$ cat src/rtl/div_sched_pkg.sv
// Shared definitions for the divided-clock scheduler: FSM encoding,
// default counter width and the divide ratio loaded at reset.
package div_sched_pkg;

   localparam int DS_W           = 4;
   localparam int DS_DIV_DEFAULT = 11;

   typedef enum logic [1:0] {
      ST_IDLE = 2'd0,
      ST_RUN  = 2'd1,
      ST_PEND = 2'd2
   } state_t;

endpackage

$ cat src/rtl/div_sched_rr_arb2.sv
// Two-requester round-robin arbiter. The grant is combinational from the
// request lines; the priority pointer flips after every issued grant.
module rr_arb2
   import div_sched_pkg::*;
(
   input  logic       clk_in,
   input  logic       clr,
   input  logic [1:0] req_i,
   input  logic       en_i,
   output logic [1:0] gnt_o
);

   logic ptr_q;
   logic ptr_d;

   // Pick the favoured requester first, fall back to the other one.
   always_comb begin
      gnt_o = 2'b00;
      if (en_i) begin
         if (ptr_q) begin
            if (req_i[1])      gnt_o = 2'b10;
            else if (req_i[0]) gnt_o = 2'b01;
         end else begin
            if (req_i[0])      gnt_o = 2'b01;
            else if (req_i[1]) gnt_o = 2'b10;
         end
      end
      ptr_d = ptr_q ^ (gnt_o != 2'b00);
   end

   // Pointer register; requester 0 is favoured after reset.
   always_ff @(posedge clk_in or posedge clr) begin
      if (clr) ptr_q <= 1'b0;
      else     ptr_q <= ptr_d;
   end

endmodule

$ cat src/rtl/div_sched.sv
// Programmable clock divider with two arbitrated ratio-change requesters.
// Ratio changes granted while running wait in PEND until the current
// clk_out period ends, so a period is never cut short.
//
// Handshake: a requester holds req[i] (and its div_x) until gnt[i] pulses;
// the ratio is captured on that same cycle and the requester drops req[i]
// on the following cycle. No grants are issued while in PEND.
module div_sched
   import div_sched_pkg::*;
#(
   parameter int W           = DS_W,
   parameter int DIV_DEFAULT = DS_DIV_DEFAULT
) (
   input  logic         clk_in,
   input  logic         clr,
   input  logic         en,
   input  logic [1:0]   req,
   input  logic [W-1:0] div_a,
   input  logic [W-1:0] div_b,
   output logic [1:0]   gnt,
   output logic         err,
   output logic         clk_out,
   output logic         tick,
   output logic         busy,
   output logic [W-1:0] cur_div,
   output logic [1:0]   dbg_state
);

   localparam logic [W-1:0] DIV_RST = W'(DIV_DEFAULT);

   state_t       st_q, st_d;
   logic [W-1:0] cnt_q, cnt_d;
   logic [W-1:0] cur_q, cur_d;
   logic [W-1:0] pend_q, pend_d;
   logic         clk_out_q, clk_out_d;
   logic         tick_q, tick_d;

   logic         arb_en;
   logic         g_any;
   logic         g_valid;
   logic [W-1:0] g_div;
   logic         last;

   assign arb_en = !clr && (st_q != ST_PEND);

   rr_arb2 u_arb (
      .clk_in (clk_in),
      .clr    (clr),
      .req_i  (req),
      .en_i   (arb_en),
      .gnt_o  (gnt)
   );

   assign g_any   = |gnt;
   assign g_div   = gnt[1] ? div_b : div_a;
   assign g_valid = g_any && (g_div >= W'(2));
   assign err     = g_any && !g_valid;
   assign last    = (cnt_q == cur_q - W'(1));

   // Next-state logic; clk_out and tick are derived from the next
   // counter/ratio so their registers line up with cnt_q/cur_q.
   always_comb begin
      st_d   = st_q;
      cnt_d  = cnt_q;
      cur_d  = cur_q;
      pend_d = pend_q;
      case (st_q)
         ST_IDLE: begin
            cnt_d = '0;
            if (g_valid) cur_d = g_div;
            if (en)      st_d  = ST_RUN;
         end
         ST_RUN: begin
            if (!en) begin
               // Stopping: a ratio granted now can take effect directly.
               st_d  = ST_IDLE;
               cnt_d = '0;
               if (g_valid) cur_d = g_div;
            end else begin
               cnt_d = last ? '0 : cnt_q + W'(1);
               if (g_valid) begin
                  pend_d = g_div;
                  st_d   = ST_PEND;
               end
            end
         end
         ST_PEND: begin
            if (!en) begin
               st_d  = ST_IDLE;
               cnt_d = '0;
               cur_d = pend_q;
            end else if (last) begin
               st_d  = ST_RUN;
               cnt_d = '0;
               cur_d = pend_q;
            end else begin
               cnt_d = cnt_q + W'(1);
            end
         end
         default: begin
            st_d  = ST_IDLE;
            cnt_d = '0;
         end
      endcase
      clk_out_d = (st_d != ST_IDLE) && (cnt_d < (cur_d >> 1));
      tick_d    = (st_d != ST_IDLE) && (cnt_d == cur_d - W'(1));
   end

   // State and registered outputs.
   always_ff @(posedge clk_in or posedge clr) begin
      if (clr) begin
         st_q      <= ST_IDLE;
         cnt_q     <= '0;
         cur_q     <= DIV_RST;
         pend_q    <= DIV_RST;
         clk_out_q <= 1'b0;
         tick_q    <= 1'b0;
      end else begin
         st_q      <= st_d;
         cnt_q     <= cnt_d;
         cur_q     <= cur_d;
         pend_q    <= pend_d;
         clk_out_q <= clk_out_d;
         tick_q    <= tick_d;
      end
   end

   assign clk_out   = clk_out_q;
   assign tick      = tick_q;
   assign busy      = (st_q == ST_PEND);
   assign cur_div   = cur_q;
   assign dbg_state = st_q;

endmodule
$ cat config.mk
export PLATFORM = sky130hd
export DESIGN_NAME = div_sched
export DESIGN_NICKNAME = d
export VERILOG_FILES = /design/src/rtl/div_sched_pkg.sv /design/src/rtl/div_sched_rr_arb2.sv /design/src/rtl/div_sched.sv
export SDC_FILE = /design/constraint.sdc
export NUM_CORES = 1
export LEC_CHECK = 0
export BUFFER_PORTS_ARGS = -buffer_cell sky130_fd_sc_hd__buf_2
export CAP_MARGIN = 20
export CORE_ASPECT_RATIO = 0.7
export CORE_MARGIN = 2
export CORE_UTILIZATION = 40
export DETAILED_ROUTE_END_ITERATION = 10
export PLACE_DENSITY = 0.65
export SLEW_MARGIN = 40
export SYNTH_ARGS = -nofsm -noshare
export SYNTH_HDL_FRONTEND = slang
export SYNTH_SLANG_ARGS = --single-unit
$ cat constraint.sdc
create_clock -name clk_in -period 3.95 [get_ports clk_in]
set_clock_uncertainty 0.2 [all_clocks]
set_input_delay 0.395 -clock clk_in [delete_from_list [all_inputs] [get_ports clk_in]]
set_output_delay 0.395 -clock clk_in [all_outputs]
set_load 0.02 [all_outputs]
# [Word level (Yosys, flattened, before mapping)]
# Cells that the tools add are included.
[totals] ram_bits=0 romBits=0 mem_count=0 output_inout_bits=12 regBits=17 input_bits=13 latchBits=0 elab_cells=52
[classes] reduce_logical=13 n_mux=21 shifts=0 n_eq_ne=5 bitwise=1 addsub=3 magnitude_cmp=2 div=0 mul=0
[ops] cell="4-bit 2-to-1 mux" n=8
[ops] cell="2-bit 2-to-1 mux" n=10
[ops] cell="4-bit case mux with 3 select lines" n=1
[ops] cell="4-bit == test" n=2
[ops] cell="4-bit by 1-bit subtractor with 4-bit output (second input constant)" n=2
[ops] cell="2-bit case mux with 3 select lines" n=1
[ops] cell="1-bit logical AND" n=5
[ops] cell="4-bit by 1-bit adder with 4-bit output (second input constant)" n=1
[ops] cell="4-bit by 2-bit >= comparator with 1-bit output (second input constant)" n=1
[ops] cell="4-bit by 3-bit less-than comparator with 1-bit output" n=1
[ops] cell="2-bit nonzero test" n=2
[ops] cell="2-bit OR reduction" n=2
[ops] cell="3-bit AND reduction" n=1
[ops] cell="2-bit by 1-bit == test with 1-bit output (second input constant)" n=1
[ops] cell="2-bit == test (second input constant)" n=1
[ops] cell="1-bit logical NOT" n=2
[ops] cell="2-bit logical NOT" n=1
[ops] cell="2-bit inequality test (second input constant)" n=1
[ops] cell="1-bit 2-to-1 mux" n=1
[ops] cell="1-bit XOR" n=1

# [Depth between registers and ports, before layout]
[logic_depth] word_depth=13 depth_mapped=15 depth_no_buf=14

# [Cells and area by module]
# From an unflattened synthesis, not the netlist that was laid out.
[hier_totals] hier_cells=166 hier_area_um2=1422.6
[modules_own_cells] module="div_sched" cells_per_inst=157 seq_area_each_um2=407.9 n_inst=1 area_per_inst_um2=1355.0
[modules_own_cells] module="rr_arb2" cells_per_inst=9 seq_area_each_um2=25.0 n_inst=1 area_per_inst_um2=67.6

# [Worst setup path before layout]
# Ideal clock, no wire load.
[synth_timing] kind="register to register" start="register st_q[0], in the netlist dbg_state[0]" end="register tick_q, in the netlist tick" setup_ps=80 setup_slack_ps=413 required_time_ps=3670 path_buffers=1 stages_incl_launch_ff=16 period_less_slack_ps=3537 t_arrival_ps=3257 path_cell_list="dfrtp_1 -> inv_1 -> ha_1 -> buf_2 -> or3b_1 -> o21ai_2 -> nand2_1 -> o32a_2 -> nor2_1 -> a21oi_1 -> ha_1 -> xnor2_1 -> nor2_1 -> o21ai_0 -> nand4bb_1 -> o22ai_2"
[synth_via] elab_cells_between_ends=25 classes_between="add/sub: 1; order compare: 1; eq/ne: 4; mux: 12; reduce/logical: 7"
[synth_rtl] element="start, declared" line_no="div_sched.sv:31" rtl="state_t st_q, st_d;"
[synth_rtl] element="start signal, assigned" line_no="div_sched.sv:119" rtl="st_q <= st_d;"
[synth_rtl] element="2-bit == test *"
[synth_rtl] element="net busy" line_no="div_sched.sv:24" rtl="output logic busy,"
[synth_rtl] element="4-bit case mux with 3 select lines / 2-bit OR reduction (equally long branches)"
[synth_rtl] element="4-bit by 1-bit subtractor with 4-bit output / 4-bit 2-to-1 mux (equally long branches)"
[synth_rtl] element="4-bit == test" line_no="div_sched.sv:106" rtl="tick_d = (st_d != ST_IDLE) && (cnt_d == cur_d - W'(1));"
[synth_rtl] element="1-bit logical AND *" line_no="div_sched.sv:106"
[synth_rtl] element="net tick_d" line_no="div_sched.sv:36" rtl="logic tick_q, tick_d;"
[synth_rtl] element="end signal, assigned" line_no="div_sched.sv:124" rtl="tick_q <= tick_d;"
[synth_rtl] element="end, declared" line_no="div_sched.sv:36"
# Mark *: on every way through the listed nets, which the timed path passes. The rest lies on a longest branch.
# A chain may end at the register's enable or synchronous reset.

# [Final worst setup path]
[layout_timing] start="register st_q[0], in the netlist dbg_state[0]" end="register tick_q, in the netlist tick"
[layout_via] elab_chain_cells=12 elab_cells_between_ends=25 classes_between="add/sub: 1; order compare: 1; eq/ne: 4; mux: 12; reduce/logical: 7"
[layout_lines] element="2-bit inequality test" line_no="div_sched.sv:44" rtl="assign arb_en = !clr && (st_q != ST_PEND);"
[layout_lines] element="1-bit logical AND" line_no="div_sched.sv:44"
[layout_lines] element="2-bit 2-to-1 mux" line_no="div_sched_rr_arb2.sv:19" rtl="if (en_i) begin"
[layout_lines] element="4-bit 2-to-1 mux" line_no="div_sched.sv:55" rtl="assign g_div = gnt[1] ? div_b : div_a;"
[layout_lines] element="4-bit by 2-bit >= comparator with 1-bit output" line_no="div_sched.sv:56" rtl="assign g_valid = g_any && (g_div >= W'(2));"
[layout_lines] element="1-bit logical AND" line_no="div_sched.sv:56"
[layout_lines] element="4-bit 2-to-1 mux" line_no="div_sched.sv:70, div_sched.sv:78"
[layout_lines] element="4-bit 2-to-1 mux" line_no="div_sched.sv:74" rtl="if (!en) begin"
[layout_lines] element="4-bit case mux with 3 select lines" line_no="div_sched.sv:67" rtl="case (st_q)"
[layout_lines] element="4-bit by 1-bit subtractor with 4-bit output" line_no="div_sched.sv:106"
[layout_lines] element="4-bit == test" line_no="div_sched.sv:106"
[layout_lines] element="1-bit logical AND *" line_no="div_sched.sv:106"
[layout_lines] element="net tick_d" line_no="div_sched.sv:36"
# Marks and branches as above.

==> impl_metrics.csv <==
group,metric,value,unit
outcome,run_status,"finished clean",
critical_path,critPathKind,"reg2reg",
clock_tree,cts.sinks,17,
run,maxCapViolCount,0,
floorplanning,dieArea,4044,sq um
synthesis,synth.avg_cell_area,8.860,sq um
synthesis,syn-num-nets,182,
routing,routed.top_layer,"met4",
routing,wl_met2,1694,um
synthesis,synth.top_cells.by_count,"inv_1 (14), nor2_1 (13), nand2_1 (12)",
critical_path,cp.required,3.93,ns
critical_path,ff2ff_setup_slack,0.30,ns
routing,avgViaCountPerCell,5.791,
synthesis,synth_most_common_cell,"inv_1",
timing,setup_tns,0,ns
synthesis,netlist_area,1418,sq um
placement,dp.cells,231,
critical_path,startpoint,"dbg_state[0]",
clock_tree,worstSkewPairLatency,0.25,ns
power,peakVddDrop,0.0003280,V
synthesis,synthFlopType,"dfrtp_1",
cells_and_area,nets,208,
floorplanning,coreArea,3468,sq um
floorplanning,start_util,40.87,%
clock_tree,cts_hold_buf,0,
critical_path,critPathCaptureType,"flip-flop",
routing,wl_met3,340,um
timing,post-route-period-util,92.40,%
cells_and_area,n_antenna_cell,0,
synthesis,synth-edff-count,0,
clock_tree,path_clk_slew,0.07,ns
synthesis,synth.top_cell.area_share,19.42,%
power,p_per_area,687.4,nW/um^2
synthesis,ys_ff_latch,17,
routing,drtAntennaViolNets,0,
placement,io_buffers,24,
placement,dp_hpwl,2936,um
synthesis,synth_area_leaders,"dfrtp_1 (19%), dfstp_2 (11%), ha_1 (7.9%)",
timing,rsz0062_at_grt,"false",
routing,initialDrtViolationCount,79,
grt,grt.total_usage,20.61,%
timing,layout_min_cycle_time,3.650,ns
power,p_leak,0.7630,nW
critical_path,reg2reg_depth,14,
timing,tightest_slew,0.7166,ns
cells_and_area,final_cells,235,
clock_tree,root_buffer,"clkbuf_8",
min_path,hold_class,"in2async",
timing,fmax,274.0,MHz
floorplanning,placementRows,18,
placement,routabilityCongestion,0.9233,
grt,grt_pass1_vias,1324,
power,p_total,1.125,mW
floorplanning,die_h,53.81,um
critical_path,crit_path_max_fanout,11,
floorplanning,ios,25,
routing,drtPass1Iterations,4,
critical_path,crit_path_start_kind,"flip-flop",
timing,setup_viol,0,
clock_tree,cts_inserted_buffers,3,
cells_and_area,drive_gt1_share,27.03,%
critical_path,r2r-end,"tick",
clock_tree,cts_tree,"done",
grt,grt_pass1_wl,6210,um
routing,wl,3837,um
clock_tree,cts_max_level,1,
clock_tree,cts_buffer_depth,2,
synthesis,synth_cells,160,
synthesis,ys_warn_count,0,
synthesis,yosysTopAreaCell,"dfrtp_1",
synthesis,synthArstFlopShare,100.0,%
grt,overflow,0,
routing,drc,0,
timing,slew_headroom,52.17,%
routing,wl_met1,1743,um
synthesis,ys_types,50,
grt,antenna_found_initial,0,
timing,final-hold-violation-count,0,
critical_path,reg2reg_from,"dbg_state[0]",
routing,wl_per_cell,16.33,um
timing,drv_slew,0,
grt,grt_max_degree,18,
critical_path,worstPathArrival,3.63,ns
floorplanning,die_x,75.16,um
cells_and_area,synthToLayoutAreaGrowth,15.45,%
routing,via_count,1361,
critical_path,endpoint,"tick",
synthesis,synth.yosys.seq_area_share,30.54,%
-- sequential cells by signal, indices dropped and copies added (netlist names) --
register,count
clk_out,1
cnt_q,4
cur_div,4
dbg_state,2
pend_q,4
tick,1
u_arb.ptr_q,1
-- cell usage in the layout, fill, tap and decap left out, types with 2 or more instances in the layout --
| master | n |
|---|---|
| a211oi_1 | 2 |
| a21boi_0 | 2 |
| a21o_1 | 2 |
| a21oi_1 | 9 |
| a31oi_1 | 2 |
| and3_1 | 2 |
| buf_2 | 24 |
| clkbuf_8 | 3 |
| dfrtp_1 | 11 |
| dfstp_2 | 6 |
| ha_1 | 8 |
| inv_1 | 14 |
| mux2i_1 | 2 |
| nand2_1 | 12 |
| nand3_1 | 5 |
| nand4_1 | 3 |
| nand4bb_1 | 2 |
| nor2_1 | 12 |
| nor2b_1 | 3 |
| nor3_1 | 3 |
| o21a_1 | 2 |
| o21ai_0 | 10 |
| o21ai_2 | 2 |
| or2_2 | 3 |
| xnor2_1 | 9 |
| xor2_1 | 5 |
-- cell families after synthesis --
group | after synthesis | share of synthesized area, %
AND/OR/NAND/NOR | 54 | 21.36
AO/OA/AOI/OAI | 45 | 22.51
buffers and inverters | 17 | 4.678
flip-flops | 17 | 30.54
XOR/XNOR | 16 | 11.56
adder cells (fa/ha/maj) | 9 | 7.944
multiplexers | 2 | 1.412
-- cell type report --
| type | instances | area (sq um) |
|---|---|---|
| fill | 362 | 1832 |
| tap | 50 | 62.56 |
| sequential | 17 | 432.9 |
| timing repair buffer | 24 | 120.1 |
| inverter | 14 | 52.55 |
| clock buffer | 4 | 45.04 |
| multi-input combinational | 126 | 923.4 |
-- metal layers --
metal / GRT usage [%] / vias up
li1: - / 624
met1: 27.59 / 666
met2: 32.75 / 64
met3: 6.554 / 7
met4: 4.678 / 0
met5: 0 / -
-- worst min path at each step --
| stage | from | end | depth (start not counted) | slack (ns) |
|---|---|---|---|---|
| 2_1_floorplan | clr | clk_out | 1 | 0.12 |
| 3_3_place_gp | pend_q[0] | pend_q[0] | 2 | 0.28 |
| 3_5_place_dp | pend_q[0] | pend_q[0] | 2 | 0.29 |
| 4_1_cts | clr | cur_div[2] | 2 | 0.1 |
| 5_1_grt | clr | u_arb.ptr_q | 2 | 0.14 |
| 6_report | clr | cur_div[2] | 2 | 0.09 |
-- metrics by stage --
| step | utilization, % | setup slack (ns) | cell area, sq um | hold WS (ns) |
|---|---|---|---|---|
| 2_1_floorplan | - | 0.4133 | 1418 | 0.1167 |
| 3_3_place_gp | 45.74 | 0.3720 | 1587 | 0.2753 |
| 3_5_place_dp | 45.74 | 0.2516 | 1587 | 0.2874 |
| 4_1_cts | 47.04 | 0.2132 | 1632 | 0.09668 |
| 5_1_grt | 47.19 | 0.09566 | 1637 | 0.1413 |
| 6_report | 47.19 | 0.3000 | 1637 | 0.08643 |
-- critical path, cell delays in order (launching register included) --
cell,delay (ns)
dfrtp_1,0.48
inv_1,0.12
ha_2,0.29
or3b_1,0.43
o21ai_2,0.24
nand3_1,0.17
a211oi_1,0.31
nand2_1,0.14
a21oi_1,0.21
ha_1,0.27
xnor2_1,0.13
nor2_1,0.09
o21ai_0,0.11
nand4bb_1,0.24
o22ai_2,0.16
-- power by group --
group,internal (mW),switching [mW]
Combinational,0.283,0.397
Sequential,0.251,0.0617
Clock,0.0716,0.0600
-- repair_timing --
item / CTS / global route
buffers inserted: 0 / 0
resized for setup: 0 / 2
endpoints found under the setup margin: 0 / 1
No activity file was read; power rests on OpenSTA's default activity.
